`src/rtl/alu_sequencer_if.sv`:
```
// ============================================================================
// Module      : alu_sequencer_if
// Description : Request/response handshake bundle for alu_sequencer.
// Revision    : 1.0 - initial release
// ============================================================================
`default_nettype none

interface alu_sequencer_if #(
  parameter int BIT_WIDTH = 1
);
  logic                 req_valid;
  logic                 req_ready;
  logic                 req_op;
  logic [BIT_WIDTH-1:0] req_a;
  logic [BIT_WIDTH-1:0] req_b;
  logic                 req_acc;
  logic                 res_valid;
  logic                 res_ready;
  logic [BIT_WIDTH-1:0] res_data;
  logic                 res_cout;

  modport master (
    output req_valid, req_op, req_a, req_b, req_acc, res_ready,
    input  req_ready, res_valid, res_data, res_cout
  );

  modport slave (
    input  req_valid, req_op, req_a, req_b, req_acc, res_ready,
    output req_ready, res_valid, res_data, res_cout
  );
endinterface

`default_nettype wire

```
`src/rtl/alu_sequencer.sv`:
```
// ============================================================================
// Module      : alu_sequencer
// Description : Load-A / load-B / execute / write-back controller for the
//               registered ALU datapath. Optional accumulate mode is enabled
//               by defining ALU_SEQ_ACC_EN.
// Revision    : 1.0 - initial release
// ============================================================================
`default_nettype none

module alu_sequencer #(
  parameter int BIT_WIDTH = 1,
  parameter int CNT_WIDTH = 8
) (
  input  wire logic                 clk,
  input  wire logic                 rst_n,
  alu_sequencer_if.slave            bus,
  output logic                      busy,
  output logic [CNT_WIDTH-1:0]      op_count,
  output logic [BIT_WIDTH-1:0]      dp_in,
  output logic [1:0]                dp_reg_addr,
  output logic                      dp_s_reg,
  output logic                      dp_s,
  input  wire logic [BIT_WIDTH-1:0] dp_out,
  input  wire logic                 dp_cout
);

  typedef enum logic [2:0] {
    ST_IDLE   = 3'd0,
    ST_LOAD_A = 3'd1,
    ST_LOAD_B = 3'd2,
    ST_EXEC   = 3'd3,
    ST_WB     = 3'd4,
    ST_RESP   = 3'd5
  } state_t;

  localparam logic [1:0] C_ADDR_A    = 2'd0;
  localparam logic [1:0] C_ADDR_B    = 2'd1;
  localparam logic [1:0] C_ADDR_O    = 2'd2;
  localparam logic [1:0] C_ADDR_NONE = 2'd3;

  state_t                state_q, state_d;
  logic                  op_q, op_d;
  logic [BIT_WIDTH-1:0]  a_q, a_d;
  logic [BIT_WIDTH-1:0]  b_q, b_d;
  logic [BIT_WIDTH-1:0]  res_data_q, res_data_d;
  logic                  res_cout_q, res_cout_d;
  logic                  res_valid_q, res_valid_d;
  logic [CNT_WIDTH-1:0]  op_count_q, op_count_d;
  logic [BIT_WIDTH-1:0]  dp_in_q, dp_in_d;
  logic [1:0]            dp_reg_addr_q, dp_reg_addr_d;
  logic                  dp_s_reg_q, dp_s_reg_d;
  logic                  dp_s_q, dp_s_d;
  logic                  use_acc;

`ifdef ALU_SEQ_ACC_EN
  logic acc_q, acc_d;
  logic have_result_q, have_result_d;

  // Accumulate only once a result exists; otherwise fall back to req_a.
  assign use_acc = acc_d & have_result_q;
`else
  logic unused_req_acc;

  assign unused_req_acc = bus.req_acc;
  assign use_acc        = 1'b0;
`endif

  always_comb begin
    state_d     = state_q;
    op_d        = op_q;
    a_d         = a_q;
    b_d         = b_q;
    res_data_d  = res_data_q;
    res_cout_d  = res_cout_q;
    op_count_d  = op_count_q;
`ifdef ALU_SEQ_ACC_EN
    acc_d         = acc_q;
    have_result_d = have_result_q;
`endif
    case (state_q)
      ST_IDLE: begin
        if (bus.req_valid) begin
          op_d    = bus.req_op;
          a_d     = bus.req_a;
          b_d     = bus.req_b;
`ifdef ALU_SEQ_ACC_EN
          acc_d   = bus.req_acc;
`endif
          state_d = ST_LOAD_A;
        end
      end
      ST_LOAD_A: state_d = ST_LOAD_B;
      ST_LOAD_B: state_d = ST_EXEC;
      ST_EXEC:   state_d = ST_WB;
      ST_WB: begin
        res_data_d = dp_out;
        res_cout_d = dp_cout;
`ifdef ALU_SEQ_ACC_EN
        have_result_d = 1'b1;
`endif
        state_d    = ST_RESP;
      end
      ST_RESP: begin
        if (bus.res_ready) begin
          op_count_d = op_count_q + CNT_WIDTH'(1);
          state_d    = ST_IDLE;
        end
      end
      default: state_d = ST_IDLE;
    endcase
  end

  // Datapath controls are decoded from the next state so the registered
  // outputs line up with the state they belong to.
  always_comb begin
    dp_reg_addr_d = C_ADDR_NONE;
    dp_s_reg_d    = 1'b0;
    dp_in_d       = '0;
    dp_s_d        = 1'b0;
    res_valid_d   = 1'b0;
    case (state_d)
      ST_LOAD_A: begin
        dp_reg_addr_d = C_ADDR_A;
        dp_s_d        = op_d;
        if (!use_acc) begin
          dp_s_reg_d = 1'b1;
          dp_in_d    = a_d;
        end
      end
      ST_LOAD_B: begin
        dp_reg_addr_d = C_ADDR_B;
        dp_s_reg_d    = 1'b1;
        dp_in_d       = b_d;
        dp_s_d        = op_d;
      end
      ST_EXEC: dp_s_d = op_d;
      ST_WB: begin
        dp_reg_addr_d = C_ADDR_O;
        dp_s_d        = op_d;
      end
      ST_RESP: begin
        dp_s_d      = op_d;
        res_valid_d = 1'b1;
      end
      default: ;
    endcase
  end

  always_ff @(posedge clk or negedge rst_n) begin
    if (!rst_n) begin
      state_q       <= ST_IDLE;
      op_q          <= 1'b0;
      a_q           <= '0;
      b_q           <= '0;
      res_data_q    <= '0;
      res_cout_q    <= 1'b0;
      res_valid_q   <= 1'b0;
      op_count_q    <= '0;
      dp_in_q       <= '0;
      dp_reg_addr_q <= C_ADDR_NONE;
      dp_s_reg_q    <= 1'b0;
      dp_s_q        <= 1'b0;
    end else begin
      state_q       <= state_d;
      op_q          <= op_d;
      a_q           <= a_d;
      b_q           <= b_d;
      res_data_q    <= res_data_d;
      res_cout_q    <= res_cout_d;
      res_valid_q   <= res_valid_d;
      op_count_q    <= op_count_d;
      dp_in_q       <= dp_in_d;
      dp_reg_addr_q <= dp_reg_addr_d;
      dp_s_reg_q    <= dp_s_reg_d;
      dp_s_q        <= dp_s_d;
    end
  end

`ifdef ALU_SEQ_ACC_EN
  always_ff @(posedge clk or negedge rst_n) begin
    if (!rst_n) begin
      acc_q         <= 1'b0;
      have_result_q <= 1'b0;
    end else begin
      acc_q         <= acc_d;
      have_result_q <= have_result_d;
    end
  end
`endif

  assign bus.req_ready = (state_q == ST_IDLE);
  assign bus.res_valid = res_valid_q;
  assign bus.res_data  = res_data_q;
  assign bus.res_cout  = res_cout_q;
  assign busy          = (state_q != ST_IDLE);
  assign op_count      = op_count_q;
  assign dp_in         = dp_in_q;
  assign dp_reg_addr   = dp_reg_addr_q;
  assign dp_s_reg      = dp_s_reg_q;
  assign dp_s          = dp_s_q;

endmodule

`default_nettype wire

```
`src/flat_wrapper.sv`:
```
// flat-port wrapper written by rule: the top's interface ports become plain ports
module alu_sequencer_flat 
#(
  parameter int BIT_WIDTH = 1,
  parameter int CNT_WIDTH = 8
)
  (clk, rst_n, busy, op_count, dp_in, dp_reg_addr, dp_s_reg, dp_s, dp_out, dp_cout, bus_req_valid, bus_req_op, bus_req_a, bus_req_b, bus_req_acc, bus_res_ready, bus_req_ready, bus_res_valid, bus_res_data, bus_res_cout);
  alu_sequencer_if #(.BIT_WIDTH(BIT_WIDTH)) bus_i ();
  input  wire logic clk;
  input  wire logic rst_n;
  output logic busy;
  output logic [CNT_WIDTH-1:0] op_count;
  output logic [BIT_WIDTH-1:0] dp_in;
  output logic [1:0] dp_reg_addr;
  output logic dp_s_reg;
  output logic dp_s;
  input  wire logic [BIT_WIDTH-1:0] dp_out;
  input  wire logic dp_cout;
  input wire logic [$bits(bus_i.req_valid)-1:0] bus_req_valid;
  input wire logic [$bits(bus_i.req_op)-1:0] bus_req_op;
  input wire logic [$bits(bus_i.req_a)-1:0] bus_req_a;
  input wire logic [$bits(bus_i.req_b)-1:0] bus_req_b;
  input wire logic [$bits(bus_i.req_acc)-1:0] bus_req_acc;
  input wire logic [$bits(bus_i.res_ready)-1:0] bus_res_ready;
  output wire logic [$bits(bus_i.req_ready)-1:0] bus_req_ready;
  output wire logic [$bits(bus_i.res_valid)-1:0] bus_res_valid;
  output wire logic [$bits(bus_i.res_data)-1:0] bus_res_data;
  output wire logic [$bits(bus_i.res_cout)-1:0] bus_res_cout;
  assign bus_i.req_valid = bus_req_valid;
  assign bus_i.req_op = bus_req_op;
  assign bus_i.req_a = bus_req_a;
  assign bus_i.req_b = bus_req_b;
  assign bus_i.req_acc = bus_req_acc;
  assign bus_i.res_ready = bus_res_ready;
  assign bus_req_ready = bus_i.req_ready;
  assign bus_res_valid = bus_i.res_valid;
  assign bus_res_data = bus_i.res_data;
  assign bus_res_cout = bus_i.res_cout;
  alu_sequencer #(.BIT_WIDTH(BIT_WIDTH), .CNT_WIDTH(CNT_WIDTH)) u_core (.clk(clk), .rst_n(rst_n), .bus(bus_i), .busy(busy), .op_count(op_count), .dp_in(dp_in), .dp_reg_addr(dp_reg_addr), .dp_s_reg(dp_s_reg), .dp_s(dp_s), .dp_out(dp_out), .dp_cout(dp_cout));
endmodule
```
`config.mk`:
```
export PLATFORM = sky130hd
export DESIGN_NAME = alu_sequencer_flat
export DESIGN_NICKNAME = d
export VERILOG_FILES = /design/src/rtl/alu_sequencer_if.sv /design/src/rtl/alu_sequencer.sv /design/src/flat_wrapper.sv
export SDC_FILE = /design/constraint.sdc
export NUM_CORES = 1
export LEC_CHECK = 0
export BUFFER_PORTS_ARGS = -buffer_cell sky130_fd_sc_hd__buf_2
export CORE_MARGIN = 2
export CORE_UTILIZATION = 44
export CTS_CLUSTER_SIZE = 14
export DETAILED_ROUTE_END_ITERATION = 8
export PLACE_DENSITY_LB_ADDON = 0.3
export SETUP_SLACK_MARGIN = 0.4
export SLEW_MARGIN = 30
export SYNTH_ARGS = -nofsm -noshare
export SYNTH_HDL_FRONTEND = slang
export SYNTH_SLANG_ARGS = --single-unit
```
`constraint.sdc`:
```
create_clock -name clk -period 1.3 [get_ports clk]
set_input_delay 0.13 -clock clk [delete_from_list [all_inputs] [get_ports clk]]
set_output_delay 0.13 -clock clk [all_outputs]
set_load 0.03 [all_outputs]
```
==> qor.yml, run 1 <==
tritoncts: "done"
dp_hpwl_um: 1170
slowest_stage: "dfrtp_1"
io_buffers: 26
drive_above_1_share_pct: 64.1
die_y_um: 50.8
dpl-instance-area_um2: 1160
ys.warnings.count: 0
vias: 797
numCtsBuffers: 3
yosys.cell_types.count: 30
largest_register_ffs: 8
ys_async_sr_fraction_pct: 100
clock_latency_ns: 0.30
worst_slack_ns: -0.158
ys_ff_latch: 21
drv_slew: 0
final.setup.tns_ns: -1.02
drt_iter0_drc: 19
violations: "negative setup slack"
routabilityCongestion: 0.762
dr.pass1.iters: 4
area_growth_pct: 62.0
avgSynthCellArea_um2: 12.5
critPathMaxFanout: 6
p_per_area_nw_per_um2: 2410
clk_pin_slew_ns: 0.12
core_um2: 2020
final_nets: 143
drc_errors: 0
p_seq_share_pct: 29.3
worstMarginPinSlew_ns: 0.471
start_util_pct: 47.6
fmax_ghz: 0.686
die-area_um2: 2580
rows: 16
cts_buffer_depth: 2
grt_pass1_wl_um: 3750
power_report.internal_total_uw: 2250
syn-instance-count: 77
grt_start_max_net_pins: 22
synth-edff-count: 0
criticalPathCategory: "reg -> reg"
ys.flop_type: "dfrtp_1"
cp-end-kind: "register"
power_frac_clock_pct: 8.4
finalHoldViolCount: 0
finalInstanceArea_um2: 1560
ant_nets: 0
rsz0062_at_grt: "true"
cp_cell_sequence: "buf_6 -> buf_8 -> nand4b_4 -> nor3_4 -> xor2_1"
critPathBufInv: 2
crit_path_max_incr_delay_ns: 0.42
root_buffer: "clkbuf_4"
routedWlPerCell_um: 15.6
setup_viol: 14
ys_seq_area_share_pct: 54.9
critPathArrivalTime_ns: 1.68
total_power_uw: 3760
max-cap-violations: 0
grt_pass1_vias: 819
track_usage_pct: 19.5
wirelength_um: 2460
leakage_uw: 0.000767
p_sw_share_pct: 40.2
routed_via_density: 5.04
insertedDiodeCount: 0
cp_top_family: "simple AND/OR/NAND/NOR gates"
skew_ns: 0.00350
max-vdd-ir-drop_uv: 2110
synth_fp_nets: 88
gr-total-overflow: 0
comb_power_share_pct: 62.2
synthesis.area_um2: 962
die_w_um: 50.8
io_pins: 28
p_switching_uw: 1510
worstSetupStartpointType: "register"
outcome: "complete, but fails checks"
cts.sinks: 21
max_slew_margin_pct: 68.6
pre_cts_slack_ns: 0.0126
utilization_pct: 77.1
worstPathRequired_ns: 1.52
final.period_utilization_pct: 112
htree_levels: 1
hold_class: "in -> reg"
finalCriticalPeriod_ns: 1.46
antenna_found_initial: 0
## final cells by class
type | instances | area [um2]
multi-input cells | 49 | 439
inverters | 4 | 15.0
well taps | 27 | 33.8
repair buffers | 53 | 508
fillers | 126 | 463
clock buffers | 4 | 26.3
flip-flops and latches | 21 | 537
## kinds of logic after synthesis
logic type / count (synthesis) / share of synthesized area (%)
flops: 21 / 54.9
simple gates: 27 / 19.6
fa+ha+maj: 1 / 1.30
buf+inv: 7 / 4.68
xor+xnor: 8 / 7.28
mux: 4 / 5.07
compound gates: 9 / 7.15
## worst register-to-register path, cell delays in order, from the launching register on
cell and delay [ns]:
dfrtp_1 0.42, buf_6 0.14, buf_8 0.12, nand4b_4 0.25, nor3_4 0.25, xor2_1 0.20
## Yosys cell counts, types with 2 or more instances
master	instances	area [um2]
nor3_2	2	20.0
xnor2_1	5	43.8
nand2_1	11	41.3
inv_1	4	15.0
dfstp_2	2	52.6
o21a_1	2	15.0
nor2_1	4	15.0
buf_6	2	22.5
dfrtp_1	19	475
nand3_1	2	10.0
o21bai_1	2	15.0
mux2_2	2	22.5
xor2_1	3	26.3
## power by group through the flow
| stage | Sequential (uW) | Clock (uW) | Combinational (uW) |
|---|---|---|---|
| 2_1_floorplan | 1420 | 0 | 736 |
| 3_3_place_gp | 1070 | 0 | 1390 |
| 3_5_place_dp | 1080 | 0 | 1420 |
| 4_1_cts | 1090 | 319 | 2100 |
| 5_1_grt | 1140 | 365 | 2460 |
| 6_report | 1100 | 317 | 2340 |
## layout by cell type, fill, tap and decap left out, types with 2 or more instances in the layout
master / synthesis / final
buf_2: 0 / 8
o21bai_1: 2 / 2
nor3_4: 0 / 2
inv_1: 4 / 3
dfstp_2: 2 / 2
buf_4: 1 / 13
mux2_4: 1 / 2
mux2_2: 2 / 2
nor2_1: 4 / 3
nand3_1: 2 / 2
nand2_2: 0 / 4
nand2_1: 11 / 7
xor2_1: 3 / 3
o21a_1: 2 / 2
buf_8: 0 / 3
dfrtp_1: 19 / 12
dfrtp_2: 0 / 7
xnor2_1: 5 / 4
clkbuf_4: 0 / 3
buf_6: 2 / 28
## per-stage QoR
step | hold slack, ns | cells
final | 0.0445 | 158
after CTS | 0.0381 | 154
after global placement | 0.101 | 132
after floorplan | -0.166 | 77
after detailed placement | 0.105 | 132
after global routing | 0.0328 | 158
## timing repair
item	CTS	global route
buffers inserted	17	4
endpoints found under the setup margin	39	39
hold buffers	1	0
hold endpoints to repair	19	0
gates resized for setup	51	11
pin swaps	10	8
## path summary, 6_finish.rpt
path / from / to / slack (ns) / cells after the start
worst min-delay path: dp_cout / u_core.bus.res_cout$_DFFE_PN0P_ / 0.04 / 2
worst max register to register: u_core.state_q[1]$_DFF_PN0_ / u_core.op_count[5]$_DFFE_PN0P_ / -0.16 / 5
min in group asynchronous: rst_n / u_core.bus.res_data$_DFFE_PN0P_ / 0.30 / 2
worst min register to register: u_core.op_count[0]$_DFFE_PN0P_ / u_core.op_count[0]$_DFFE_PN0P_ / 0.54 / 1
max in group asynchronous: rst_n / u_core.dp_reg_addr[0]$_DFF_PN1_ / 0.66 / 2
worst max-delay path: u_core.state_q[1]$_DFF_PN0_ / u_core.op_count[5]$_DFFE_PN0P_ / -0.16 / 5
## per-layer routing
layer | vias to the layer above | share of wire, % | global-route usage, %
met5 | - | 0 | 0
met4 | 0 | 0.69 | 4.05
met3 | 2 | 4.7 | 2.68
met2 | 32 | 54 | 36.2
met1 | 396 | 41 | 23.9
li1 | 367 | - | -
Note: power is estimated with default switching activity, not from simulation.
==> run 2: changes to the inputs <==
- CORE_UTILIZATION: 44 -> 45
- HOLD_SLACK_MARGIN: unset -> 0.08
- MAX_ROUTING_LAYER: unset -> met4
- clock period: 1.3 -> 1.47 ns (I/O delays scaled with it)
==> run 2 against run 1 <==
The flow now finishes without violations; combinational power fell by 30%; clock power decreased by 16%; core utilization decreased by 6.0 points; critical path type unchanged; register-to-register slack gained 0.20 ns; via count fell by 10%; total power is 25% lower; first-iteration DRC count shrank 74%; cell area decreased by 9.6%.
==> qor.yml, run 2 (synthesis gave the netlist of run 1 again) <==
power_frac_clock_pct: 9.4  # +1.0 points
drc_errors: 0  # unchanged
drt_iter0_drc: 5  # -14
vias: 715  # -10%
largest_register_ffs: 8  # unchanged
hold_slack_ns: 0.102  # +0.0572 ns
final_nets: 136  # -4.9%
p_seq_share_pct: 33.0  # +3.7 points
regArea_um2: 538  # +0.23%
grt_pass1_wl_um: 2900  # -23%
dr.pass1.iters: 4  # unchanged
max-cap-violations: 0  # unchanged
die_y_um: 50.2  # -1.0%
wirelength_um: 1880  # -24%
routabilityCongestion: 0.764  # +0.28%
track_usage_pct: 15.6  # -3.9 points
dpl-instance-area_um2: 1140  # -1.2%
root_buffer: "clkbuf_4"
clk_pin_slew_ns: 0.11  # about the same
critPathMaxFanout: 2  # -4
die_w_um: 50.2  # -1.0%
tritoncts: "done"
cts_buffer_depth: 2  # unchanged
core_um2: 1980  # -2.0%
numCtsBuffers: 3  # unchanged
multi_input_area_um2: 424  # -3.4%
antenna_found_initial: 0  # unchanged
final_cell_mix: "buf_2 (14), buf_4 (14), buf_6 (12)"
cp-end-kind: "register"
area_growth_pct: 46.6
htree_levels: 1  # unchanged
gr-total-overflow: 0  # unchanged
pre_cts_slack_ns: 0.138  # +0.125 ns
max-vdd-ir-drop_uv: 1680  # -21%
skew_ns: 0.00323  # -0.000268 ns
hold_class: "in -> reg"
outcome: "finished, final reports clean"
leakage_uw: 0.000700  # -8.8%
die-area_um2: 2520  # -2.0%
io_buffers: 26  # unchanged
routedWlPerCell_um: 12.4  # -20%
worstMarginPinSlew_ns: 0.453  # -0.0181 ns
start_util_pct: 48.5  # +0.96 points
comb_power_share_pct: 57.6  # -4.6 points
rsz0062_at_grt: "true"
routed_via_density: 4.74  # -6.1%
final.period_utilization_pct: 97.3  # -15 points
p_per_area_nw_per_um2: 2010  # -17%
p_switching_uw: 1160  # -23%
finalHoldViolCount: 0  # unchanged
worst_slack_ns: 0.0394  # +0.198 ns
rows: 16  # unchanged
fill_cells: 143  # +13%
finalCriticalPeriod_ns: 1.43  # -0.0277 ns
power_report.internal_total_uw: 1670  # -26%
fmax_ghz: 0.699  # +1.9%
io_pins: 28  # unchanged
clock_latency_ns: 0.29  # about the same
p_sw_share_pct: 41.0  # +0.84 points
grt_pass1_vias: 669  # -18%
dp_hpwl_um: 1200  # +3.1%
final.setup.tns_ns: 0  # +1.02 ns
critPathArrivalTime_ns: 1.62  # -0.06 ns
ant_nets: 0  # unchanged
grt_start_max_net_pins: 22  # unchanged
finalInstanceArea_um2: 1410  # -9.6%
drv_slew: 0  # unchanged
setup_viol: 0  # -14
utilization_pct: 71.1  # -6.0 points
cts.sinks: 21  # unchanged
insertedDiodeCount: 0  # unchanged
criticalPathCategory: "reg -> reg"
max_slew_margin_pct: 69.8  # +1.2 points
worstSetupStartpointType: "register"
worstPathRequired_ns: 1.66  # +0.14 ns
drive_above_1_share_pct: 58.1  # -6.1 points
-- run 2: cell types whose count changed in the layout (fill, tap and decap cells not counted), sizes merged --
cell	before	now
dlygate4sd3	1	4
clkbuf	4	5
buf	52	41
-- run 2: path summary, 6_finish.rpt --
kind | start | end | slack, ns | cells past startpoint
min in group asynchronous | rst_n | u_core.b_q$_DFF_PN0_ | 0.32 | 2
min | bus_req_op | u_core.op_q$_DFF_PN0_ | 0.10 | 2
max reg2reg | u_core.state_q[1]$_DFF_PN0_ | u_core.b_q$_DFF_PN0_ | 0.04 | 4
max | u_core.state_q[1]$_DFF_PN0_ | u_core.b_q$_DFF_PN0_ | 0.04 | 4
min reg2reg | u_core.op_count[5]$_DFFE_PN0P_ | u_core.op_count[5]$_DFFE_PN0P_ | 0.50 | 1
max in group asynchronous | rst_n | u_core.op_count[5]$_DFFE_PN0P_ | 0.81 | 2
-- run 2: layout make-up --
class                   count  share of cell area, %
well taps                  27                   2.40
inverters                   4                   1.06
multi-input cells          49                   30.1
flip-flops and latches     21                   38.2
clock buffers               4                   1.86
repair buffers             46                   26.4
-- run 2: per-layer routing --
metal	global-route usage [%]	vias up	wire (um)
met1	18.1	344	779
met2	27.0	18	1000
met5	-	-	0
li1	-	351	-
met4	4.17	0	6
met3	3.57	2	85
-- run 2: worst max-delay path, cell delays in order (launching register included) --
cell	delay, ns
dfrtp_1	0.40
buf_4	0.15
nor4b_4	0.33
buf_4	0.17
mux2_4	0.28
-- run 2: metrics by stage --
| step | std cells | power [uW] |
|---|---|---|
| 2_1_floorplan | 77 | 1910 |
| 3_3_place_gp | 130 | 2150 |
| 3_5_place_dp | 130 | 2180 |
| 4_1_cts | 146 | 2630 |
| 5_1_grt | 151 | 2990 |
| 6_report | 151 | 2830 |
-- run 2: what timing repair did --
| action | 4_1_cts | 5_1_grt |
|---|---|---|
| endpoints found under the hold margin | 22 | 0 |
| buffers inserted | 8 | 5 |
| setup endpoints to repair | 24 | 28 |
| pin swaps | 6 | 6 |
| hold buffers | 4 | 0 |
| cloned | 0 | 0 |
| resized for setup | 9 | 29 |
-- run 2: power groups by stage --
| stage | sequential (uW) | combinational, uW | clock, uW |
|---|---|---|---|
| final | 934 | 1630 | 267 |
| after floorplan | 1260 | 651 | 0 |
| after CTS | 924 | 1430 | 276 |
| after detailed placement | 962 | 1220 | 0 |
| after global placement | 951 | 1200 | 0 |
| after global routing | 962 | 1720 | 309 |
